**src/rtl/proc_pkg.sv**
```systemverilog
// Shared types and constants for the command fetch unit.
// Holds the fetch-state encoding, command geometry and field positions.
// No logic here; imported by the fetch FSM and the byte assembly register.
package proc_pkg;

    localparam int COMMAND_BYTES = 3;
    localparam int BYTE_W        = 8;
    localparam int CMD_W         = COMMAND_BYTES * BYTE_W;
    localparam int ADDR_W        = 16;

    localparam logic [7:0] HALT_OPCODE_DEFAULT = 8'hFF;

    // Command layout: opcode in the top byte, 16-bit address field below.
    localparam int OPCODE_MSB     = 23;
    localparam int OPCODE_LSB     = 16;
    localparam int ADDR_FIELD_MSB = 15;
    localparam int ADDR_FIELD_LSB = 0;

    typedef enum logic [2:0] {
        ST_IDLE,
        ST_F0,
        ST_F1,
        ST_F2,
        ST_CAP,
        ST_VALID,
        ST_HALT
    } fetch_state_e;

    // Which byte of the command a returning memory byte lands in.
    typedef enum logic [1:0] {
        BYTE_OPCODE  = 2'd0,
        BYTE_ADDR_HI = 2'd1,
        BYTE_ADDR_LO = 2'd2
    } byte_sel_e;

    function automatic logic [7:0] cmd_opcode(input logic [CMD_W-1:0] cmd);
        return cmd[OPCODE_MSB:OPCODE_LSB];
    endfunction

endpackage

```
**src/rtl/command_shift_reg.sv**
```systemverilog
// Command assembly register: drops one memory byte into a selected lane.
// Latency: byte visible on q_o the clock after ld_i; clear wins over load.
// No backpressure; the fetch FSM decides when each lane is written.
module command_shift_reg
    import proc_pkg::*;
(
    input  logic              clk_i,
    input  logic              rst_ni,
    input  logic              clr_i,
    input  logic              ld_i,
    input  byte_sel_e         sel_i,
    input  logic [BYTE_W-1:0] din_i,
    output logic [CMD_W-1:0]  q_o
);

    logic [CMD_W-1:0] q_q;
    logic [CMD_W-1:0] q_d;

    // Lane select: clear discards a partial command, load writes one byte.
    always_comb begin
        q_d = q_q;
        if (clr_i) begin
            q_d = '0;
        end else if (ld_i) begin
            case (sel_i)
                BYTE_OPCODE:  q_d[OPCODE_MSB:OPCODE_LSB]        = din_i;
                BYTE_ADDR_HI: q_d[ADDR_FIELD_MSB -: BYTE_W]     = din_i;
                default:      q_d[ADDR_FIELD_LSB +: BYTE_W]     = din_i;
            endcase
        end
    end

    // Assembly register with asynchronous clear on reset.
    always_ff @(posedge clk_i or negedge rst_ni) begin
        if (!rst_ni) begin
            q_q <= '0;
        end else begin
            q_q <= q_d;
        end
    end

    assign q_o = q_q;

endmodule

```
**src/rtl/command_fetch.sv**
```systemverilog
// Fetches 3-byte commands from byte-wide program memory and presents them to decode.
// Latency: commandValid 4 clocks after F0; memory data expected 1 clock after memRead.
// Backpressure: commandReady=0 parks the block in VALID with no memory reads issued.
module command_fetch
    import proc_pkg::*;
#(
    parameter logic [ADDR_W-1:0] RESET_ADDRESS = 16'h0000,
    parameter logic [7:0]        HALT_OPCODE   = HALT_OPCODE_DEFAULT
) (
    input  logic              clock,
    input  logic              resetN,
    input  logic              start,
    input  logic              redirect,
    input  logic [ADDR_W-1:0] redirectAddress,
    output logic              memRead,
    output logic [ADDR_W-1:0] memAddress,
    input  logic [BYTE_W-1:0] memData,
    output logic [CMD_W-1:0]  commandOut,
    output logic              commandValid,
    input  logic              commandReady,
    output logic [ADDR_W-1:0] commandAddress,
    output logic              halted
);

    fetch_state_e      state_q, state_d;
    logic [ADDR_W-1:0] pc_q, pc_d;

    logic      sr_clr;
    logic      sr_ld;
    byte_sel_e sr_sel;

    // State and program counter; reset drops any in-flight command.
    always_ff @(posedge clock or negedge resetN) begin
        if (!resetN) begin
            state_q <= ST_IDLE;
            pc_q    <= RESET_ADDRESS;
        end else begin
            state_q <= state_d;
            pc_q    <= pc_d;
        end
    end

    // Next state, memory request and byte capture. A redirect in any fetch
    // state or in VALID restarts at the target and clears partial bytes, so
    // a command never mixes bytes from before and after the jump.
    always_comb begin
        state_d      = state_q;
        pc_d         = pc_q;
        memRead      = 1'b0;
        memAddress   = pc_q;
        commandValid = 1'b0;
        halted       = 1'b0;
        sr_clr       = 1'b0;
        sr_ld        = 1'b0;
        sr_sel       = BYTE_OPCODE;

        case (state_q)
            ST_IDLE: begin
                if (start) state_d = ST_F0;
            end
            ST_F0, ST_F1, ST_F2, ST_CAP: begin
                if (state_q != ST_CAP) memRead = 1'b1;
                if (state_q == ST_F1) memAddress = pc_q + 16'd1;
                if (state_q == ST_F2) memAddress = pc_q + 16'd2;
                if (redirect) begin
                    pc_d    = redirectAddress;
                    state_d = ST_F0;
                    sr_clr  = 1'b1;
                end else begin
                    case (state_q)
                        ST_F0:   state_d = ST_F1;
                        ST_F1:   begin state_d = ST_F2;    sr_ld = 1'b1; sr_sel = BYTE_OPCODE;  end
                        ST_F2:   begin state_d = ST_CAP;   sr_ld = 1'b1; sr_sel = BYTE_ADDR_HI; end
                        default: begin state_d = ST_VALID; sr_ld = 1'b1; sr_sel = BYTE_ADDR_LO; end
                    endcase
                end
            end
            ST_VALID: begin
                commandValid = 1'b1;
                if (redirect) begin
                    pc_d    = redirectAddress;
                    state_d = ST_F0;
                    sr_clr  = 1'b1;
                end else if (commandReady) begin
                    if (cmd_opcode(commandOut) == HALT_OPCODE) begin
                        state_d = ST_HALT;
                    end else begin
                        pc_d    = pc_q + 16'(COMMAND_BYTES);
                        state_d = ST_F0;
                    end
                end
            end
            ST_HALT: begin
                halted = 1'b1;
            end
            default: begin
                state_d = ST_IDLE;
            end
        endcase
    end

    assign commandAddress = pc_q;

    command_shift_reg u_shift_reg (
        .clk_i  (clock),
        .rst_ni (resetN),
        .clr_i  (sr_clr),
        .ld_i   (sr_ld),
        .sel_i  (sr_sel),
        .din_i  (memData),
        .q_o    (commandOut)
    );

endmodule

```
**config.mk**
```make
export PLATFORM = sky130hd
export DESIGN_NAME = command_fetch
export DESIGN_NICKNAME = d
export VERILOG_FILES = /design/src/rtl/proc_pkg.sv /design/src/rtl/command_shift_reg.sv /design/src/rtl/command_fetch.sv
export SDC_FILE = /design/constraint.sdc
export NUM_CORES = 1
export LEC_CHECK = 0
export ABC_AREA = 1
export CAP_MARGIN = 20
export CORE_UTILIZATION = 30
export CTS_BUF_LIST = sky130_fd_sc_hd__clkbuf_8
export DETAILED_ROUTE_END_ITERATION = 8
export PLACE_DENSITY = 0.61
export SYNTH_ARGS = -nofsm -noshare
export SYNTH_HDL_FRONTEND = slang
export SYNTH_SLANG_ARGS = --single-unit
```
**constraint.sdc**
```tcl
create_clock -name clock -period 1.6 [get_ports clock]
set_input_delay 0.32 -clock clock [delete_from_list [all_inputs] [get_ports clock]]
set_output_delay 0.32 -clock clock [all_outputs]
set_load 0.01 [all_outputs]
```
## Word-level counts from Yosys, hierarchy flattened

Cells that the tools add are included.

| cells by class | value |
|---|---|
| add/subtract/negate cells | 3 |
| $mul | 0 |
| divide/modulo/power cells | 0 |
| $lt $le $gt $ge | 0 |
| equal/unequal tests | 14 |
| shift operators | 0 |
| mux-type cells | 32 |
| bitwise operators | 1 |
| reductions and logical operators | 15 |

Operator list:

| operator | count |
|---|---|
| $mux 16 | 7 |
| $mux 24 | 2 |
| $add 16x2->16 const B | 2 |
| $pmux 16 s2 | 1 |
| $mux 8 | 3 |
| $add 16x1->16 const B | 1 |
| $mux 3 | 5 |
| $pmux 3 s4 | 1 |
| $eq 3x3->1 const B | 3 |
| $mux 1 | 9 |
| $ne 3x3->1 const B | 3 |
| $pmux 3 s3 | 1 |
| $eq 8x8->1 const B | 1 |
| $reduce_bool 2->1 | 4 |
| $eq 3x2->1 const B | 2 |
| $reduce_and 2->1 | 3 |
| $reduce_or 5->1 | 1 |
| $mux 2 | 2 |
| $ne 2x2->1 const B | 2 |
| $pmux 2 s2 | 1 |
| $reduce_and 4->1 | 1 |
| $reduce_or 2->1 | 2 |
| $reduce_or 4->1 | 1 |
| $eq 3x1->1 const B | 1 |
| other kinds (6) | 6 |

| word-level totals | value |
|---|---|
| bits in registers | 43 |
| latch bits | 0 |
| RAM bits | 0 |
| bits in read-only memories | 0 |
| bits of input ports | 29 |
| output and inout port bits | 59 |
| word-level logic and storage cells | 70 |
| memories kept | 0 |

## Depth between registers and ports, before layout

Gate-level depths: netlist (run 1).

| depth | value |
|---|---|
| depth in word-level cells | 10 |
| mapped depth | 11 |
| mapped depth without buffers | 11 |

## Hierarchy

Synthesis (run 1) repeated with hierarchy kept, for this count alone.

| unflattened totals | value |
|---|---|
| cells, all modules | 447 |
| area, all modules | 3027.9 µm² |

Modules (own cells, without submodules):

| module | times used | cells each | area each (µm²) | sequential area each (µm²) |
|---|---|---|---|---|
| command_fetch | 1 | 321 | 1955.6 | 475.5 |
| command_shift_reg | 1 | 126 | 1072.3 | 600.6 |

## Least setup slack after synthesis (run 1)

Ideal clock, no wire load.

| path | value |
|---|---|
| path kind | register to output |
| start | register pc_q[0] (netlist: commandAddress[0]) |
| end | output port memAddress[6] |
| data arrival time | 1447 ps |
| data required time | 1280 ps |
| path slack | -167 ps |
| cell stages (with the launch flop) | 6 |
| path buffers | 0 |
| cells stage by stage | dfrtp_1 ha_1 o21ai_0 nor2_2 nand2_2 xor2_1 |

| between the ends | value |
|---|---|
| word-level cells in the longest chain between the ends | 4 |
| elaborated cells between the ends (all ways) | 5 |
| those cells by class | add/sub (2); mux (3) |

Ends and longest elaborated chain:

| what | RTL line | RTL |
|---|---|---|
| from (decl) | command_fetch.sv:26 | `logic [ADDR_W-1:0] pc_q, pc_d;` |
| from (signal assigned) | command_fetch.sv:39 | `pc_q <= pc_d;` |
| $add 16x1->16 | command_fetch.sv:63 | `if (state_q == ST_F1) memAddress = pc_q + 16'd1;` |
| $mux 16 | command_fetch.sv:63 |  |
| $mux 16 (*) | command_fetch.sv:64 | `if (state_q == ST_F2) memAddress = pc_q + 16'd2;` |
| $mux 16 (*) | command_fetch.sv:57 | `case (state_q)` |
| to (decl) | command_fetch.sv:16 | `output logic [ADDR_W-1:0] memAddress,` |

Every way passes the cells marked *; elsewhere a longest branch is shown, timed or not.

## Worst setup path in the final report (run 1)

| path | value |
|---|---|
| start | register state_q[1] |
| end | output port memAddress[1] |

| between the ends | value |
|---|---|
| word-level cells in the longest chain between the ends | 4 |
| elaborated cells between the ends (all ways) | 8 |
| those cells by class | eq/ne (4); mux (3); reduce/logical (1) |

Ends and longest elaborated chain:

| what | RTL line | RTL |
|---|---|---|
| from (decl) | command_fetch.sv:25 | `fetch_state_e state_q, state_d;` |
| from (signal assigned) | command_fetch.sv:38 | `state_q <= state_d;` |
| $eq 3x2->1 | command_fetch.sv:57, command_fetch.sv:63 |  |
| $mux 16 | command_fetch.sv:63 |  |
| $mux 16 | command_fetch.sv:64 |  |
| $mux 16 (*) | command_fetch.sv:57 |  |

Marked as above.

==> flow_metrics.env, run 1 <==
export IMPL_ios=88
export IMPL_drt_iter0_markers=97
export IMPL_clockBufferDepth=2
export IMPL_irDropWorstVdd_mv=0.374
export IMPL_max_freq_mhz=478
export IMPL_synth_area_um2=2830
export IMPL_slowest_delay_ns=0.45
export IMPL_netSwitchingPower_uw=517
export IMPL_dp_slack_ns=-0.610
export IMPL_timing_rr_start="state_q[0]$_DFFE_PN0P_"
export IMPL_start_util_pct=30.8
export IMPL_path_class="register to primary output"
export IMPL_startpoint_type="register"
export IMPL_synth_edf_count=0
export IMPL_ys_ff_latch=43
export IMPL_cts_tree="yes"
export IMPL_r2r_setup_slack_ns=-0.35
export IMPL_status="finished, violations left"
export IMPL_finalCriticalPeriod_ns=2.09
export IMPL_antenna_found_initial=0
export IMPL_crit_cells=10
export IMPL_drc_errors=0
export IMPL_synth_ff_type="dfrtp_1"
export IMPL_ys_types=26
export IMPL_fin_area_um2=5040
export IMPL_power_density_nw_per_um2=427
export IMPL_n_antenna_cell=0
export IMPL_reg2reg_depth=13
export IMPL_wirelength_mm=10.1
export IMPL_vias=3435
export IMPL_vias_per_cell=4.76
export IMPL_r2r_end="u_shift_reg.q_o[16]$_DFFE_PN0P_"
export IMPL_io_buffers=87
export IMPL_endpoint_kind="primary output"
export IMPL_async_reset_ff_share_pct=100
export IMPL_placedInstanceArea_um2=4460
export IMPL_grt_max_degree=21
export IMPL_grt_usage_pct=20.5
export IMPL_clk_pin_slew_ns=0.10
export IMPL_final_core_util_pct=54.8
export IMPL_arrival_ns=1.77
export IMPL_rsz0062_at_grt="yes"
export IMPL_area_growth_pct=77.8
export IMPL_die_y_um=99.2
export IMPL_gp_congestion=0.842
export IMPL_row_count=35
export IMPL_fin_nets=643
export IMPL_hp_class="input port to async pin"
export IMPL_internal_power_uw=1640
export IMPL_cts_htree_levels=2
export IMPL_worstPathRequired_ns=1.28
export IMPL_sw_frac_of_total_pct=24.0
export IMPL_startpoint="state_q[1]$_DFFE_PN0P_"
export IMPL_fin_ws_ns=-0.491
export IMPL_violations="setup timing"
export IMPL_synth_warning_count=0
export IMPL_clockPowerShare_pct=42.6
export IMPL_cts_buffers=5
export IMPL_crit_chain="inv_2 -> nand2_2 -> nand2_2 -> nand2_4 -> nand2_8 -> buf_4 -> buf_4 -> a21oi_2 -> o22ai_1 -> buf_2"
export IMPL_ys_seq_area_share_pct=38.0
export IMPL_setup_viol=61
export IMPL_dpl_hpwl_mm=6.97
export IMPL_coreArea_um2=9200
export IMPL_avgSynthCellArea_um2=6.76
export IMPL_max_slew_margin_pct=71.3
export IMPL_die_area_um2=9840
export IMPL_worst_slew_pin_slew_ns=0.431
export IMPL_first_pass_iters=4
export IMPL_root_buffer="clkbuf_8"
export IMPL_drive_above_1_share_pct=34.4
export IMPL_grt_pass1_vias=3387
export IMPL_grt_remaining_overflow=0
export IMPL_maxCapViolCount=0
export IMPL_crit_path_end="memAddress[1]"
export IMPL_grt_pass1_wl_mm=16.1
export IMPL_fin_skew_ns=0.0121
export IMPL_ant_nets=0
export IMPL_power_frac_seq_pct=50.4
export IMPL_hold_viol=0
export IMPL_die_w_um=99.2
export IMPL_post_route_period_util_pct=131
export IMPL_syn_num_nets=452
export IMPL_worst_path_max_fanout=4
export IMPL_p_comb_share_pct=7.0
export IMPL_slew_viol_final=0
export IMPL_cts_num_sinks=43
export IMPL_clock_latency_ns=0.31
export IMPL_crit_buf_inv=4
export IMPL_leakagePower_uw=0.00253
export IMPL_cp_top_family="buffers and inverters"
export IMPL_crit_slowest_cell="dfrtp_2"
export IMPL_wl_per_cell_um=14.0
export IMPL_synth_cells=419
==> cells by family after synthesis <==
kind of cell    after synthesis  synth area share [%]
simple gates                248                  38.0
buf+inv                      62                  9.09
compound gates               52                  10.1
flops                        43                  38.0
xor+xnor                     10                  3.09
fa+ha+maj                     4                  1.77
==> registers in the layout (all words and copies together) (netlist names) <==
register / count
u_shift_reg.q_o: 24
commandAddress: 16
state_q: 3
==> per-stage QoR <==
step           hold slack [ns]  cells  setup TNS [ns]  power [uW]
6_report                 0.484    722          -15.78        2150
5_1_grt                  0.520    722          -20.47        2210
4_1_cts                  0.510    719          -13.34        2150
3_5_place_dp             0.297    691          -13.48        1250
3_3_place_gp             0.304    691          -12.58        1250
2_1_floorplan           0.0244    419         -0.0432        1140
==> layout by cell type, fill, tap and decap left out, drive strengths merged <==
master / instances
dfrtp: 43
nand4: 7
nand3: 37
o22ai: 1
a21boi: 1
a221oi: 1
nor3: 4
o21ai: 46
xor2: 10
buf: 119
clkbuf: 6
ha: 4
dlygate4sd2: 17
bufinv: 1
nand2: 146
clkdlybuf4s50: 45
nor2: 57
dlymetal6s2s: 4
a21oi: 3
dlygate4sd3: 1
clkinvlp: 1
inv: 57
==> worst min-delay path by stage <==
stage                     cells past startpoint                             from                              end
final                                         2                           resetN    commandAddress[9]$_DFFE_PN0P_
after global routing                          2  u_shift_reg.q_o[11]$_DFFE_PN0P_  u_shift_reg.q_o[11]$_DFFE_PN0P_
after CTS                                     2                           resetN   commandAddress[15]$_DFFE_PN0P_
after detailed placement                      1                           resetN    commandAddress[3]$_DFFE_PN0P_
after global placement                        1                           resetN    commandAddress[3]$_DFFE_PN0P_
after floorplan                               0                           resetN    commandAddress[0]$_DFFE_PN0P_
==> power by group through the flow <==
stage                     Clock (uW)  Sequential, uW  Combinational [uW]
final                            918            1090                 150
after global routing             962            1090                 166
after CTS                        918            1090                 149
after detailed placement           0            1110                 141
after global placement             0            1110                 141
after floorplan                    0            1110                30.3
==> worst register-to-register path, stage by stage (launching register included) <==
cell and delay (ns):
dfrtp_2 0.46, inv_2 0.11, nand2_2 0.07, buf_4 0.13, buf_4 0.12, buf_4 0.12, buf_4 0.12, buf_4 0.14
nor2_4 0.10, nor2_2 0.06, buf_6 0.13, nor2_1 0.08, inv_1 0.09, o21ai_1 0.15
==> layout make-up <==
| class | count | area (um2) |
|---|---|---|
| multi-input cells | 317 | 1860 |
| fillers | 856 | 4160 |
| repair buffers | 187 | 1610 |
| clock inverters | 3 | 46.3 |
| well taps | 111 | 139 |
| flip-flops and latches | 43 | 1080 |
| inverters | 56 | 228 |
| clock buffers | 5 | 68.8 |
==> synthesized netlist by cell type (6+ instances only) <==
| cell type | n | area [um2] |
|---|---|---|
| nand2_1 | 136 | 510 |
| nor2_1 | 51 | 191 |
| inv_1 | 50 | 188 |
| dfrtp_1 | 43 | 1080 |
| o21ai_0 | 43 | 215 |
| nand3_1 | 37 | 185 |
| xor2_1 | 10 | 87.6 |
| nand4_1 | 7 | 43.8 |
| inv_2 | 6 | 22.5 |
==> routing by layer <==
metal | track usage, % | vias to the layer above | routed length [um]
met5 | 0 | - | 0
met4 | 5.77 | 0 | 167
met3 | 4.50 | 22 | 692
met2 | 37.9 | 106 | 5070
met1 | 23.9 | 1603 | 4180
li1 | - | 1704 | -
==> repair_timing <==
action,4_1_cts,5_1_grt
gates resized for setup,192,33
gates cloned,3,0
endpoints found under the hold margin,15,0
pin swaps,25,11
endpoints found under the setup margin,52,67
buffers inserted,20,4
hold buffers,1,0
Note: power is estimated with default switching activity, not from simulation.
==> run 2, diff against run 1 <==
Settings changed: CORE_UTILIZATION 30 to 44, PLACE_DENSITY 0.61 to 0.82.
==> flow_metrics.env, run 2 (same netlist as run 1, synthesis figures left out) <==
export IMPL_status="finished, violations left"
export IMPL_violations="setup timing"
export IMPL_reg2reg_depth=11
export IMPL_grt_usage_pct=32.6
export IMPL_setup_tns_ns=-15.03
export IMPL_fin_cells=693
export IMPL_drive_above_1_share_pct=35.4
export IMPL_cts_htree_levels=2
export IMPL_hp_start="u_shift_reg.q_o[8]$_DFFE_PN0P_"
export IMPL_place_inst=642
export IMPL_startpoint_type="register"
export IMPL_hold_depth=2
export IMPL_fin_skew_ns=0.00954
export IMPL_fin_ws_ns=-0.679
export IMPL_netSwitchingPower_uw=500
export IMPL_drt_iter0_markers=489
export IMPL_die_y_um=82.3
export IMPL_power_frac_seq_pct=49.8
export IMPL_hold_viol=0
export IMPL_vias=4000
export IMPL_worst_path_most_repeated_cell="nand2_4"
export IMPL_largest_reg_flops=24
export IMPL_cts_tree="yes"
export IMPL_path_class="register to primary output"
export IMPL_cts_num_sinks=43
export IMPL_internal_power_uw=1680
export IMPL_ant_nets=0
export IMPL_clockBufferDepth=2
export IMPL_startpoint="state_q[0]$_DFFE_PN0P_"
export IMPL_cts_buffers=5
export IMPL_dpl_hpwl_mm=6.58
export IMPL_power_density_nw_per_um2=424
export IMPL_sw_frac_of_total_pct=22.9
export IMPL_gp_congestion=0.912
export IMPL_finalCriticalPeriod_ns=2.28
export IMPL_power_uw=2180
export IMPL_clock_latency_ns=0.31
export IMPL_wirelength_mm=13.3
export IMPL_max_slew_margin_pct=63.2
export IMPL_coreArea_um2=6060
export IMPL_die_w_um=82.3
export IMPL_rsz0062_at_grt="yes"
export IMPL_first_pass_iters=6
export IMPL_worst_slew_pin_slew_ns=0.552
export IMPL_root_buffer="clkbuf_8"
export IMPL_timing_rr_start="state_q[1]$_DFFE_PN0P_"
export IMPL_setup_viol=47
export IMPL_drc_errors=0
export IMPL_antenna_found_initial=0
export IMPL_p_comb_share_pct=7.0
export IMPL_irDropWorstVdd_mv=0.464
export IMPL_arrival_ns=1.96
export IMPL_hp_class="register to register"
export IMPL_grt_max_degree=21
export IMPL_io_buffers=87
export IMPL_endpoint_kind="primary output"
export IMPL_final_cell_mix="119 x nand2_1, 84 x buf_4, 45 x inv_1, 45 x clkdlybuf4s50_1, 42 x nor2_1"
export IMPL_final_fill_count=326
export IMPL_slew_viol_final=0
export IMPL_start_util_pct=46.8
export IMPL_maxCapViolCount=0
export IMPL_grt_pass1_wl_mm=16.5
export IMPL_clockPowerShare_pct=43.2
export IMPL_r2r_setup_slack_ns=-0.33
export IMPL_ios=88
export IMPL_wl_per_cell_um=19.2
export IMPL_r2r_end="commandAddress[0]$_DFFE_PN0P_"
export IMPL_leakagePower_uw=0.00258
export IMPL_clk_pin_slew_ns=0.09
export IMPL_cp_top_family="simple AND/OR/NAND/NOR gates"
export IMPL_layout_commonest_cell="nand2_1"
export IMPL_crit_chain="nor2_4 -> nand2_4 -> nand2_8 -> nand2_4 -> buf_4 -> buf_6 -> a21oi_4 -> o22ai_2 -> buf_2"
export IMPL_crit_buf_inv=3
export IMPL_row_count=28
export IMPL_n_antenna_cell=0
export IMPL_worstPathRequired_ns=1.28
export IMPL_fin_nets=650
export IMPL_die_area_um2=6770
export IMPL_area_growth_pct=81.4
export IMPL_grt_remaining_overflow=0
export IMPL_dp_slack_ns=-0.611
export IMPL_worst_path_max_fanout=4
export IMPL_slowest_delay_ns=0.47
export IMPL_crit_slowest_cell="dfrtp_2"
export IMPL_post_route_period_util_pct=142
export IMPL_hold_path_endpoint="u_shift_reg.q_o[8]$_DFFE_PN0P_"
export IMPL_grt_pass1_vias=3576
export IMPL_hold_slack_ns=0.498
export IMPL_vias_per_cell=5.77
export IMPL_max_freq_mhz=439
==> run 2: cell type report <==
type	instances	area (um2)	area share (%)
clock buffers	6	82.6	1.61
multi-input cells	317	1880	36.6
well taps	75	93.8	1.83
flip-flops and latches	43	1080	21.1
repair buffers	194	1730	33.6
clock inverters	2	38.8	0.755
inverters	56	230	4.48
==> run 2: how the worst max path moves through the flow <==
stage,to,slack [ns],cells after the start
2_1_floorplan,memAddress[15],-0.02,8
3_3_place_gp,memAddress[6],-0.54,8
3_5_place_dp,memAddress[14],-0.61,10
4_1_cts,memAddress[14],-0.51,10
5_1_grt,memAddress[12],-0.74,10
6_report,memAddress[1],-0.68,9
==> run 2: metal layers <==
metal | wire length, um | global-route usage, %
met1 | 4430 | 36.0
met2 | 6200 | 55.8
met3 | 1590 | 7.80
met4 | 1070 | 21.1
met5 | 0 | 0
==> run 2: per-stage QoR <==
stage / cell area (um2) / util (%)
floorplan: 2860 / -
global placement: 4310 / 71.2
detailed placement: 4310 / 71.2
CTS: 4760 / 78.5
global route: 5140 / 84.8
finish: 5140 / 84.8
==> run 2: power by group through the flow <==
stage / clock network [uW] / logic, uW / registers, uW
floorplan: 0 / 30.3 / 1110
global route: 1010 / 166 / 1090
finish: 942 / 152 / 1090
CTS: 929 / 143 / 1090
detailed placement: 0 / 138 / 1110
global placement: 0 / 136 / 1110
==> run 2: worst min-delay path: cells and delay by family (launching register included) <==
| family | cells | cell delay [ns] |
|---|---|---|
| AND/OR/NAND/NOR | 1 | 0.05 |
| flip-flops | 1 | 0.35 |
| AO/OA/AOI/OAI | 1 | 0.06 |
==> run 2: what timing repair did <==
| action | CTS | global route |
|---|---|---|
| pin swaps | 21 | 13 |
| cloned | 3 | 3 |
| buffers inserted | 25 | 13 |
| hold buffers | 1 | 0 |
| endpoints found under the hold margin | 18 | 0 |
| resized for setup | 154 | 75 |
| setup endpoints to repair | 52 | 70 |
